===== src/rtl/mem_sched_pkg.sv =====
// mem_sched_pkg: shared types for the M-stage memory request scheduler.
//   state_e   : scheduler FSM states
//   src_e     : which requester owns the outstanding request
//   req_t     : holding-register contents for the one outstanding request
//   SIZE_LINE : size code for a full 16B line (forced on bus requests)
package mem_sched_pkg;

  typedef enum logic [2:0] {
    ST_IDLE     = 3'd0,
    ST_ISSUE    = 3'd1,
    ST_WAIT     = 3'd2,
    ST_TLB_WAIT = 3'd3,
    ST_FAULT    = 3'd4
  } state_e;

  typedef enum logic {
    SRC_PIPE = 1'b0,
    SRC_BUS  = 1'b1
  } src_e;

  typedef struct packed {
    logic [31:0]  addr;
    logic [127:0] data;
    logic [1:0]   size;
    logic         r;
    logic         w;
    logic         sw;
    src_e         src;
  } req_t;

  localparam logic [1:0] SIZE_LINE = 2'b11;

endpackage


===== src/rtl/mem_sched_pick.sv =====
// mem_sched_pick: combinational winner select between pipe and bus.
//   Default build: bus always beats pipe.
//   MEM_SCHED_FAIRNESS_EN defined: a saturating streak counter tracks bus
//   grants made while the pipe was waiting; once it reaches BUS_STREAK_MAX
//   the pipe wins the next grant, which clears the streak.
// Ports:
//   clk, rst       clock, async active-high reset (streak counter only)
//   grant_en_i     a grant is actually taken this cycle
//   pipe_valid_i   pipe requester valid
//   bus_valid_i    bus requester valid
//   win_pipe_o     pipe is the winner this cycle
//   win_bus_o      bus is the winner this cycle
module mem_sched_pick #(
  parameter int BUS_STREAK_MAX = 3
) (
  input  logic clk,
  input  logic rst,
  input  logic grant_en_i,
  input  logic pipe_valid_i,
  input  logic bus_valid_i,
  output logic win_pipe_o,
  output logic win_bus_o
);

`ifdef MEM_SCHED_FAIRNESS_EN
  localparam int SW = $clog2(BUS_STREAK_MAX + 1);
  localparam logic [SW-1:0] STREAK_MAX = SW'(BUS_STREAK_MAX);

  logic [SW-1:0] streak_q, streak_d;
  logic          pipe_turn;

  assign pipe_turn  = pipe_valid_i && (streak_q == STREAK_MAX);
  assign win_pipe_o = pipe_valid_i && (pipe_turn || !bus_valid_i);
  assign win_bus_o  = bus_valid_i && !pipe_turn;

  // Only bus grants that made the pipe wait count toward the streak.
  always_comb begin
    streak_d = streak_q;
    if (grant_en_i) begin
      if (win_pipe_o)
        streak_d = '0;
      else if (win_bus_o && pipe_valid_i && (streak_q != STREAK_MAX))
        streak_d = streak_q + 1'b1;
    end
  end

  always_ff @(posedge clk or posedge rst) begin
    if (rst) streak_q <= '0;
    else     streak_q <= streak_d;
  end
`else
  assign win_bus_o  = bus_valid_i;
  assign win_pipe_o = pipe_valid_i && !bus_valid_i;

  logic unused_pick;
  assign unused_pick = ^{clk, rst, grant_en_i};
`endif

endmodule


===== src/rtl/mem_req_sched.sv =====
// mem_req_sched: front-end scheduler for the M-stage IA/AS + TLB path.
// Arbitrates pipe vs bus, issues one request at a time into IA/AS,
// sequences TLB-miss replay and protection faults, and pulses done to
// the requester that won.
// Optional feature macro: MEM_SCHED_FAIRNESS_EN (bus streak fairness).
// Ports:
//   clk, rst                       clock, async active-high reset
//   pipe_valid/pipe_ready          pipe handshake (ready only in IDLE)
//   pipe_addr/data/size/r/w/sw     pipe request fields
//   bus_valid/bus_ready            bus handshake (ready only in IDLE)
//   bus_addr/data/r/w              bus request fields
//   ia_*                           IA/AS inputs, driven from holding reg
//   ia_TLB_hit/miss, ia_prot_exc   translation result, sampled in ISSUE
//   tlb_fill_done, cache_done      completion pulses from TLB / cache
//   pipe_done/bus_done             1-cycle done pulse to the winner
//   pipe_fault                     1-cycle fault pulse to the pipe
module mem_req_sched
  import mem_sched_pkg::*;
#(
  parameter int BUS_STREAK_MAX = 3,
  parameter int TLB_REPLAY_MAX = 2
) (
  input  logic         clk,
  input  logic         rst,
  input  logic         pipe_valid,
  output logic         pipe_ready,
  input  logic [31:0]  pipe_addr,
  input  logic [127:0] pipe_data,
  input  logic [1:0]   pipe_size,
  input  logic         pipe_r,
  input  logic         pipe_w,
  input  logic         pipe_sw,
  input  logic         bus_valid,
  output logic         bus_ready,
  input  logic [31:0]  bus_addr,
  input  logic [127:0] bus_data,
  input  logic         bus_r,
  input  logic         bus_w,
  output logic [31:0]  ia_address,
  output logic [127:0] ia_data,
  output logic [1:0]   ia_size,
  output logic         ia_r,
  output logic         ia_w,
  output logic         ia_sw,
  output logic         ia_valid,
  output logic         ia_fromBUS,
  output logic         ia_sizeOVR,
  output logic         ia_PTC_ID,
  input  logic         ia_TLB_hit,
  input  logic         ia_TLB_miss,
  input  logic         ia_prot_exc,
  input  logic         tlb_fill_done,
  input  logic         cache_done,
  output logic         pipe_done,
  output logic         bus_done,
  output logic         pipe_fault
);

  localparam int RW = $clog2(TLB_REPLAY_MAX + 1);
  localparam logic [RW-1:0] REPLAY_MAX = RW'(TLB_REPLAY_MAX);

  state_e        state_q, state_d;
  req_t          hold_q, hold_d;
  logic          tag_q, tag_d;
  logic [RW-1:0] replay_q, replay_d;
  logic          pipe_done_q, pipe_done_d;
  logic          bus_done_q, bus_done_d;

  logic grant_en, win_pipe, win_bus;

  // Readies are combinational in IDLE; gating with rst keeps every output
  // low while reset is held.
  assign grant_en = (state_q == ST_IDLE) && !rst;

  mem_sched_pick #(
    .BUS_STREAK_MAX (BUS_STREAK_MAX)
  ) u_pick (
    .clk          (clk),
    .rst          (rst),
    .grant_en_i   (grant_en),
    .pipe_valid_i (pipe_valid),
    .bus_valid_i  (bus_valid),
    .win_pipe_o   (win_pipe),
    .win_bus_o    (win_bus)
  );

  always_comb begin
    state_d     = state_q;
    hold_d      = hold_q;
    tag_d       = tag_q;
    replay_d    = replay_q;
    pipe_done_d = 1'b0;
    bus_done_d  = 1'b0;
    case (state_q)
      ST_IDLE: begin
        if (grant_en && win_bus) begin
          hold_d   = '{addr: bus_addr, data: bus_data, size: SIZE_LINE,
                       r: bus_r, w: bus_w, sw: 1'b0, src: SRC_BUS};
          tag_d    = ~tag_q;
          replay_d = '0;
          state_d  = ST_ISSUE;
        end else if (grant_en && win_pipe) begin
          hold_d   = '{addr: pipe_addr, data: pipe_data, size: pipe_size,
                       r: pipe_r, w: pipe_w, sw: pipe_sw, src: SRC_PIPE};
          tag_d    = ~tag_q;
          replay_d = '0;
          state_d  = ST_ISSUE;
        end
      end
      ST_ISSUE: begin
        // Bus addresses are physical, so translation results are ignored.
        // A missing hit/miss indication is treated as a miss: replaying is
        // always safe, assuming a hit is not.
        if (hold_q.src == SRC_BUS)              state_d = ST_WAIT;
        else if (ia_prot_exc)                   state_d = ST_FAULT;
        else if (ia_TLB_miss || !ia_TLB_hit)    state_d = ST_TLB_WAIT;
        else                                    state_d = ST_WAIT;
      end
      ST_WAIT: begin
        if (cache_done) begin
          pipe_done_d = (hold_q.src == SRC_PIPE);
          bus_done_d  = (hold_q.src == SRC_BUS);
          state_d     = ST_IDLE;
        end
      end
      ST_TLB_WAIT: begin
        if (tlb_fill_done) begin
          replay_d = replay_q + 1'b1;
          state_d  = (replay_d == REPLAY_MAX) ? ST_FAULT : ST_ISSUE;
        end
      end
      ST_FAULT: state_d = ST_IDLE;
      default:  state_d = ST_IDLE;
    endcase
  end

  always_ff @(posedge clk or posedge rst) begin
    if (rst) begin
      state_q     <= ST_IDLE;
      hold_q      <= '0;
      tag_q       <= 1'b0;
      replay_q    <= '0;
      pipe_done_q <= 1'b0;
      bus_done_q  <= 1'b0;
    end else begin
      state_q     <= state_d;
      hold_q      <= hold_d;
      tag_q       <= tag_d;
      replay_q    <= replay_d;
      pipe_done_q <= pipe_done_d;
      bus_done_q  <= bus_done_d;
    end
  end

  assign pipe_ready = grant_en && win_pipe;
  assign bus_ready  = grant_en && win_bus;

  assign ia_valid   = (state_q == ST_ISSUE);
  assign ia_address = hold_q.addr;
  assign ia_data    = hold_q.data;
  assign ia_size    = hold_q.size;
  assign ia_r       = hold_q.r;
  assign ia_w       = hold_q.w;
  assign ia_sw      = hold_q.sw;
  assign ia_fromBUS = (hold_q.src == SRC_BUS);
  assign ia_sizeOVR = (hold_q.src == SRC_BUS);
  assign ia_PTC_ID  = tag_q;

  assign pipe_done  = pipe_done_q;
  assign bus_done   = bus_done_q;
  assign pipe_fault = (state_q == ST_FAULT);

endmodule

===== config.mk =====
export PLATFORM = sky130hd
export DESIGN_NAME = mem_req_sched
export DESIGN_NICKNAME = d
export VERILOG_FILES = /design/src/rtl/mem_sched_pkg.sv /design/src/rtl/mem_sched_pick.sv /design/src/rtl/mem_req_sched.sv
export SDC_FILE = /design/constraint.sdc
export NUM_CORES = 1
export LEC_CHECK = 0
export ABC_AREA = 1
export BUFFER_PORTS_ARGS = -buffer_cell sky130_fd_sc_hd__buf_2
export CAP_MARGIN = 40
export CORE_AREA = 2 2 201 203
export DETAILED_ROUTE_END_ITERATION = 8
export DIE_AREA = 0 0 203 205
export PLACE_DENSITY = 0.5
export SYNTH_ARGS = -nofsm -noshare
export SYNTH_HDL_FRONTEND = slang
export SYNTH_SLANG_ARGS = --single-unit

===== constraint.sdc =====
create_clock -name clk -period 12.5 [get_ports clk]
set_input_delay 0.625 -clock clk [delete_from_list [all_inputs] [get_ports clk]]
set_output_delay 0.625 -clock clk [all_outputs]
set_load 0.02 [all_outputs]

==> impl_metrics.yaml, run 1 <==
cts:
  cts_buffers: 17
  cts.sinks: 174
  postCtsSetupBuffers: 0
  cts-resized-gates: 0
  tritoncts: "built"
  cts_hold_buf: 0
  clkSlewWorstSetupHoldPaths_ns: 0.07
  insertion_delay_ns: 0.44
  h-tree-depth: 4
  cts-root-buf: "clkbuf_16"
  clockBufferDepth: 2
setup_path:
  crit_chain: "buf_2 > clkinv_4 > nand4_4 > buf_4 > inv_1 > buf_2"
  arrival_ns: 2.39
  critPathMostFrequentCell: "buf_2"
  r2r_slack_ns: 9.91
  start_kind: "input pin"
  cp_slowest_cell: "buf_4"
  slowest_delay_ns: 0.62
  cp_max_fo: 91
  crit_family: "buffers and inverters"
  crit_type: "input pin to output port"
  r2r_end: "ia_data[23]"
  crit_path_end_kind: "output port"
  crit_end: "bus_ready"
  r2r_start: "state_q[2]"
  critPathBufInv: 5
  required_ns: 11.88
  setup.worst_path.start: "rst"
  ff2ff_path_depth: 6
  path_depth: 6
global_route:
  grt_pass1_vias: 8105
  antenna_found_initial: 5
  globalRoute.totalOverflow: 0
  grt_usage: 0.1333
  grt_max_degree: 116
  grt_pass1_wl_mm: 43.38
pwr:
  p_leak_nw: 7.148
  powerDensity_mw_per_mm2: 229.2
  irDropWorstVdd_uv: 86.40
final_layout:
  layout.nets: 1929
  area_growth_pct: 40.48
  nFillCells: 4345
  drive_above_1_share: 0.3477
  final_util: 0.3083
timing:
  hold_viol: 0
  slew_headroom: 0.4987
  worst_pin_slew_ns: 0.7520
  final.setup_skew_ns: 0.005658
  fmax_mhz: 331.7
  rsz0062_at_grt: "no"
  min_period_over_period: 0.2412
  post-route-worst-setup-slack_ns: 9.485
  setup_viol: 0
  finalMaxSlewViolations: 0
  hold_ws_ns: 0.1787
  final.setup.tns_ns: 0
  period_needed_ns: 3.015
route:
  ant_nets: 0
  num_vias: 8460
  avgViaCountPerCell: 3.966
  routed_wl_mm: 28.39
  initialDrtViolationCount: 480
  post-route-drc-count: 0
  post_drt_wl_per_cell_um: 13.31
  drt-pass1-iter-count: 4
floorplan:
  coreArea_mm2: 0.03937
  die_h_um: 205
  row_count: 73
  dieWidth_um: 203
  top_level_ports: 510
  start_util: 0.2195
  dieArea_mm2: 0.04162
synth:
  synth_area_mm2: 0.008640
  avgSynthCellArea_um2: 7.673
  syn_nets: 1463
  yosysWarnings: 0
  synth_cell_type_count: 22
  synth_seq_area_share: 0.5040
  syn_inst: 1126
  synth_seq_cells: 174
place:
  post-place-ws_ns: 9.091
  dpl.hpwl_mm: 21.77
  gp_congestion: 0.8175
  numPortBuffers: 509
min_path:
  hold_path_class: "input pin to async pin"
flow_run:
  cap_violations: 0
outcome:
  status: "finished clean"
==> how the worst min path moves through the flow <==
| stage | to | cells past startpoint | slack, ns |
|---|---|---|---|
| CTS | ia_address[2] | 2 | 0.17 |
| finish | ia_data[107] | 2 | 0.18 |
| floorplan | replay_q[1] | 2 | 0.44 |
| global placement | ia_PTC_ID | 1 | 0.45 |
| detailed placement | ia_size[1] | 2 | 0.46 |
| global route | ia_data[107] | 2 | 0.19 |
==> Yosys cell counts <==
library cell	number	area, um2
a21oi_1	2	10.01
a31oi_1	1	6.260
buf_2	11	55.05
buf_4	2	15.01
buf_6	28	315.3
clkbuf_1	30	112.6
clkbuf_2	2	10.01
dfrtp_1	174	4354
ha_1	1	12.51
inv_1	177	664.4
inv_2	1	3.750
nand2_1	345	1295
nand2_2	1	6.260
nand3_1	7	35.03
nand4_2	1	12.51
nand4_4	1	21.27
nor2_1	9	33.78
nor2_4	1	11.26
nor3_1	4	20.02
o21ai_0	200	1001
o21ai_1	127	635.6
xor2_1	1	8.760
==> stage by stage <==
stage	cells	cell area, um2	total power (W)
finish	2133	12140	0.002782
global route	2133	12140	0.002998
CTS	2130	12130	0.002832
detailed placement	2098	11480	0.002214
global placement	2095	11410	0.002188
floorplan	1126	8640	0.001769
==> flip-flops by register name (all words and copies together) (netlist names), 2 cells and up <==
register / count
ia_data: 128
ia_address: 32
state_q: 3
ia_size: 2
replay_q: 2
==> cells by family (layout without fill, tap and decap cells) <==
| logic type | Yosys count | count (layout) | synth area share |
|---|---|---|---|
| adder cells (fa/ha/maj) | 1 | 1 | 0.001448 |
| AND/OR/NAND/NOR | 369 | 369 | 0.1661 |
| flip-flops | 174 | 174 | 0.5040 |
| other | 0 | 3 | 0 |
| buffers and inverters | 251 | 730 | 0.1361 |
| XOR/XNOR | 1 | 1 | 0.001014 |
| AO/OA/AOI/OAI | 330 | 330 | 0.1913 |
==> final cells by class <==
class                   count  area (um2)  area share
flip-flops and latches    174        4354      0.3588
multi-input cells         701        3109      0.2562
repair buffers            520        2675      0.2204
inverters                 178       680.7     0.05608
well taps                 525       656.9     0.05412
clock buffers              19       452.9     0.03732
clock inverters            13       200.2     0.01649
diodes                      3       7.507   0.0006186
==> power breakdown <==
| part | internal [W] | switching, W | total (W) |
|---|---|---|---|
| Sequential | 0.000826 | 0.000141 | 0.000966 |
| Clock | 0.000351 | 0.000249 | 0.000600 |
| Combinational | 0.000403 | 0.000813 | 0.00122 |
==> layout by cell type (no fill, tap or decap), drive strengths merged <==
master  count
buf       520
nand2     346
o21ai     327
inv       182
dfrtp     174
clkbuf     19
nor2       10
nand3       7
clkinv      5
nor3        4
bufinv      4
diode       3
a21oi       2
nand4       2
xor2        1
a31oi       1
ha          1
==> metal layers <==
layer  GRT usage  vias up  part of all wire
li1            -     4443                 -
met3     0.02768       28             0.054
met5           0        -           0.00095
met1      0.1600     3735              0.42
met2      0.2317      250              0.50
met4     0.05579        4             0.020
Power figures use the tool's default switching activity.
==> run 2: changes to the inputs <==
- PLACE_DENSITY: 0.5 -> 0.52
- clock period: 12.5 -> 2.5 ns (I/O delays scaled with it)
==> impl_metrics.yaml, run 2 (synthesis results as in run 1) <==
outcome:
  status: "finished clean"
timing:
  finalMaxSlewViolations: 0
  final.setup_skew_ns: 0.01085
  hold_viol: 0
  slew_headroom: 0.4670
  min_period_over_period: 0.9155
  fmax_mhz: 436.9
  period_needed_ns: 2.289
  hold_ws_ns: 0.02315
  rsz0062_at_grt: "no"
  final.setup.tns_ns: 0
  setup_viol: 0
  worst_pin_slew_ns: 0.7995
global_route:
  grt_usage: 0.1412
  globalRoute.totalOverflow: 0
  grt_pass1_vias: 9216
  grt_max_degree: 142
  grt_pass1_wl_mm: 46.23
  antenna_found_initial: 0
setup_path:
  crit_family: "buffers and inverters"
  crit_type: "input pin to flip-flop"
  start_kind: "input pin"
  required_ns: 2.82
  crit_chain: "dlygate4sd3_1 > buf_2 > clkinvlp_4 > nand4_4 > buf_12 > buf_12 > nand2_1 > o21ai_0 > dlygate4sd3_1 > o21ai_1"
  slowest_delay_ns: 0.58
  arrival_ns: 2.60
  crit_path_end_kind: "flip-flop"
  critPathBufInv: 6
  cp_max_fo: 91
  cp_slowest_cell: "dlygate4sd3_1"
flow_run:
  cap_violations: 0
cts:
  insertion_delay_ns: 0.44
  cts.sinks: 174
  h-tree-depth: 4
  clkSlewWorstSetupHoldPaths_ns: 0.07
  postCtsSetupBuffers: 0
  cts-root-buf: "clkbuf_16"
  cts-resized-gates: 0
  clockBufferDepth: 2
  cts_buffers: 17
  tritoncts: "built"
floorplan:
  coreArea_mm2: 0.03937
  die_h_um: 205
  row_count: 73
  start_util: 0.2195
  top_level_ports: 510
  dieWidth_um: 203
  dieArea_mm2: 0.04162
route:
  drt-pass1-iter-count: 5
  routed_wl_mm: 30.19
  post_drt_wl_per_cell_um: 13.06
  ant_nets: 0
  post-route-drc-count: 0
  num_vias: 9390
  avgViaCountPerCell: 4.063
  initialDrtViolationCount: 496
final_layout:
  diodes: 0
  final_cell_mix: "509 x buf_2, 344 x nand2_1, 200 x o21ai_0"
  final_util: 0.3534
  layout_commonest_cell: "buf_2"
  largest_reg_flops: 128
  area_growth_pct: 61.03
  layout.nets: 2110
  drive_above_1_share: 0.3175
place:
  gp_congestion: 0.8065
  numPortBuffers: 509
  dpl.hpwl_mm: 21.80
pwr:
  powerDensity_mw_per_mm2: 1018
  p_leak_nw: 7.894
  finalPower_w: 0.01416
  irDropWorstVdd_uv: 488.9
min_path:
  hold_path_class: "input pin to flip-flop"
-- run 2: metrics by stage --
| stage | setup slack, ns | instance area [um2] | instances |
|---|---|---|---|
| 4_1_cts | 0.2495 | 13910 | 2311 |
| 2_1_floorplan | -1.483 | 8707 | 1126 |
| 3_3_place_gp | 0.7604 | 11570 | 2104 |
| 5_1_grt | 0.05333 | 13910 | 2311 |
| 6_report | 0.2114 | 13910 | 2311 |
| 3_5_place_dp | 0.6850 | 11570 | 2104 |
-- run 2: power by group --
part | internal [W] | total [W] | switching [W]
Sequential | 0.00413 | 0.00484 | 0.000707
Clock | 0.00153 | 0.00271 | 0.00118
Combinational | 0.00237 | 0.00661 | 0.00424
Total | 0.00803 | 0.0142 | 0.00613
-- run 2: area by class of cell --
type,count,area [um2]
fillers,4140,25450
inverters,178,681.9
multi-input cells,701,3129
well taps,525,656.9
clock inverters,12,131.4
clock buffers,20,456.7
flip-flops and latches,174,4354
repair buffers,701,4502
-- run 2: repair_timing --
action                                  4_1_cts  5_1_grt
hold endpoints to repair                    173        0
endpoints found under the setup margin        0        0
hold buffers                                175        0
-- run 2: path summary, 6_finish.rpt --
path	end	slack, ns	startpoint	cells past startpoint
worst max-delay path	ia_data[115]	0.21	rst	10
worst min-delay path	ia_data[74]	0.02	bus_data[74]	3
worst max register to register	ia_data[114]	0.23	state_q[1]	8
worst min register to register	ia_PTC_ID	0.48	ia_PTC_ID	1
max in group asynchronous	ia_address[13]	1.31	rst	4
min in group asynchronous	ia_data[41]	0.54	rst	4
-- run 2: tightest hold or removal path: cells and delay by family --
| kind | cells | cell delay (ns) |
|---|---|---|
| compound gates | 2 | 0.21 |
| buf+inv | 1 | 0.08 |
-- run 2: per-layer routing --
layer  global-route usage  part of all wire  up-vias
met5                    0                 0        -
met4              0.05292             0.026        0
met2               0.2477              0.48      361
met1               0.1578              0.41     4175
met3              0.04884             0.080       46
li1                     -                 -     4808
==> run 3: changes to the inputs <==
==> constraint.sdc (replaced) <==
create_clock -name clk -period 2.5 [get_ports clk]
set_input_delay 0 -clock clk [delete_from_list [all_inputs] [get_ports clk]]
set_output_delay 0 -clock clk [all_outputs]
set_load 0.02 [all_outputs]
==> impl_metrics.yaml, run 3 (synthesis results as in run 1) <==
outcome:
  status: "finished clean"
floorplan:
  row_count: 73
  coreArea_mm2: 0.03937
  start_util: 0.2195
  dieArea_mm2: 0.04162
  top_level_ports: 510
  dieWidth_um: 203
  die_h_um: 205
global_route:
  antenna_found_initial: 0
  grt_usage: 0.1507
  globalRoute.totalOverflow: 0
  grt_pass1_wl_mm: 49.87
  grt_max_degree: 148
  grt_pass1_vias: 10170
cts:
  cts-resized-gates: 0
  cts.sinks: 174
  clockBufferDepth: 2
  clkSlewWorstSetupHoldPaths_ns: 0.07
  tritoncts: "built"
  cts-root-buf: "clkbuf_16"
  insertion_delay_ns: 0.44
  cts_buffers: 17
  h-tree-depth: 4
place:
  gp_congestion: 0.8250
  post_dp_cell_area_mm2: 0.01161
  numPortBuffers: 509
  dpl.hpwl_mm: 22.24
  placed_cells: 2107
flow_run:
  cap_violations: 0
setup_path:
  crit_chain: "nor2_4 > nand4_4 > buf_12 > o21ai_0 > dlygate4sd3_1 > o21ai_1"
  required_ns: 2.82
  start_kind: "flip-flop"
  arrival_ns: 2.61
  crit_path_end_kind: "flip-flop"
  cp_slowest_cell: "dlygate4sd3_1"
  cp_max_fo: 147
  slowest_delay_ns: 0.62
  crit_type: "flip-flop to flip-flop"
final_layout:
  largest_reg_flops: 128
  final_cell_mix: "509 x buf_2, 344 x nand2_1, 330 x dlygate4sd3_1"
  layout.nets: 2268
  layout_commonest_cell: "buf_2"
  finish.instance_area_mm2: 0.01542
  nFillCells: 3954
  layoutNonFillerInstCount: 2465
  area_growth_pct: 78.44
  drive_above_1_share: 0.2907
  final_util: 0.3916
  diodes: 0
timing:
  setup_viol: 0
  period_needed_ns: 2.298
  finalMaxSlewViolations: 0
  fmax_mhz: 435.2
  final.setup_skew_ns: 0.01082
  min_period_over_period: 0.9191
  worst_pin_slew_ns: 0.7584
  slew_headroom: 0.4944
  hold_viol: 0
  rsz0062_at_grt: "no"
route:
  post_drt_wl_per_cell_um: 12.90
  routed_wl_mm: 31.81
  avgViaCountPerCell: 4.096
  ant_nets: 0
  num_vias: 10100
  drt-pass1-iter-count: 7
  initialDrtViolationCount: 592
  post-route-drc-count: 0
pwr:
  p_int_w: 0.008283
  powerDensity_mw_per_mm2: 939.2
  clkPwrFrac: 0.167
  comb_power_share: 0.496
  switching_share: 0.4280
  irDropWorstVdd_uv: 444.9
  power.share.sequential: 0.336
  p_sw_w: 0.006197
  p_leak_nw: 8.526
min_path:
  hold_path_class: "input pin to flip-flop"
## run 3: metrics by stage
step	setup slack (ns)	TNS [ns]	hold slack (ns)	power, W
after global routing	0.06134	0	0.02693	0.01559
final	0.2022	0	0.05069	0.01448
after detailed placement	0.6219	0	0.2011	0.01125
after floorplan	-1.358	-229.47	0.1446	0.008913
after CTS	0.2242	0	0.003576	0.01463
after global placement	0.6826	0	0.2042	0.01117
## run 3: critical path: cells and delay by family, from the launching register on
family	cells	cell delay, ns
buf+inv	2	0.87
compound gates	2	0.36
flops	1	0.44
simple gates	2	0.36
## run 3: layer usage
| layer | track usage | routed length (um) | vias to the layer above | part of all wire |
|---|---|---|---|---|
| met5 | 0 | 0 | - | 0 |
| met3 | 0.04454 | 2324 | 66 | 0.073 |
| met2 | 0.2584 | 15300 | 390 | 0.48 |
| met1 | 0.1704 | 12910 | 4520 | 0.41 |
| li1 | - | - | 5120 | - |
| met4 | 0.07664 | 1275 | 0 | 0.040 |
## run 3: path summary, 6_finish.rpt
kind                       cells past startpoint        endpoint    startpoint  slack (ns)
max reg2reg                                    6     ia_data[95]    state_q[1]        0.20
min                                            5   ia_address[8]  pipe_addr[8]        0.05
max in group asynchronous                      5  ia_address[13]           rst        1.15
max                                            6     ia_data[95]    state_q[1]        0.20
min reg2reg                                    2           ia_sw         ia_sw        0.48
min in group asynchronous                      4     ia_data[38]           rst        0.29
## run 3: repair_timing
item                                    CTS  global route
buffers inserted                          0             0
endpoints found under the hold margin   191             0
hold buffers                            330             0
endpoints found under the setup margin    0             0
## run 3: layout make-up
class                   instances  area, um2  area share
flip-flops and latches        174       4354      0.2824
multi-input cells             701       3129      0.2030
clock buffers                  22      464.2     0.03011
well taps                     525      656.9     0.04261
inverters                     178      681.9     0.04423
clock inverters                 6      41.29    0.002678
repair buffers                859       6088      0.3949
## run 3: power groups by stage
stage | Sequential (W) | Combinational, W | Clock [W]
after floorplan | 0.00644 | 0.00248 | 0
after global placement | 0.00487 | 0.00630 | 0
after detailed placement | 0.00489 | 0.00636 | 0
after CTS | 0.00487 | 0.00723 | 0.00254
after global routing | 0.00504 | 0.00791 | 0.00264
final | 0.00487 | 0.00718 | 0.00242
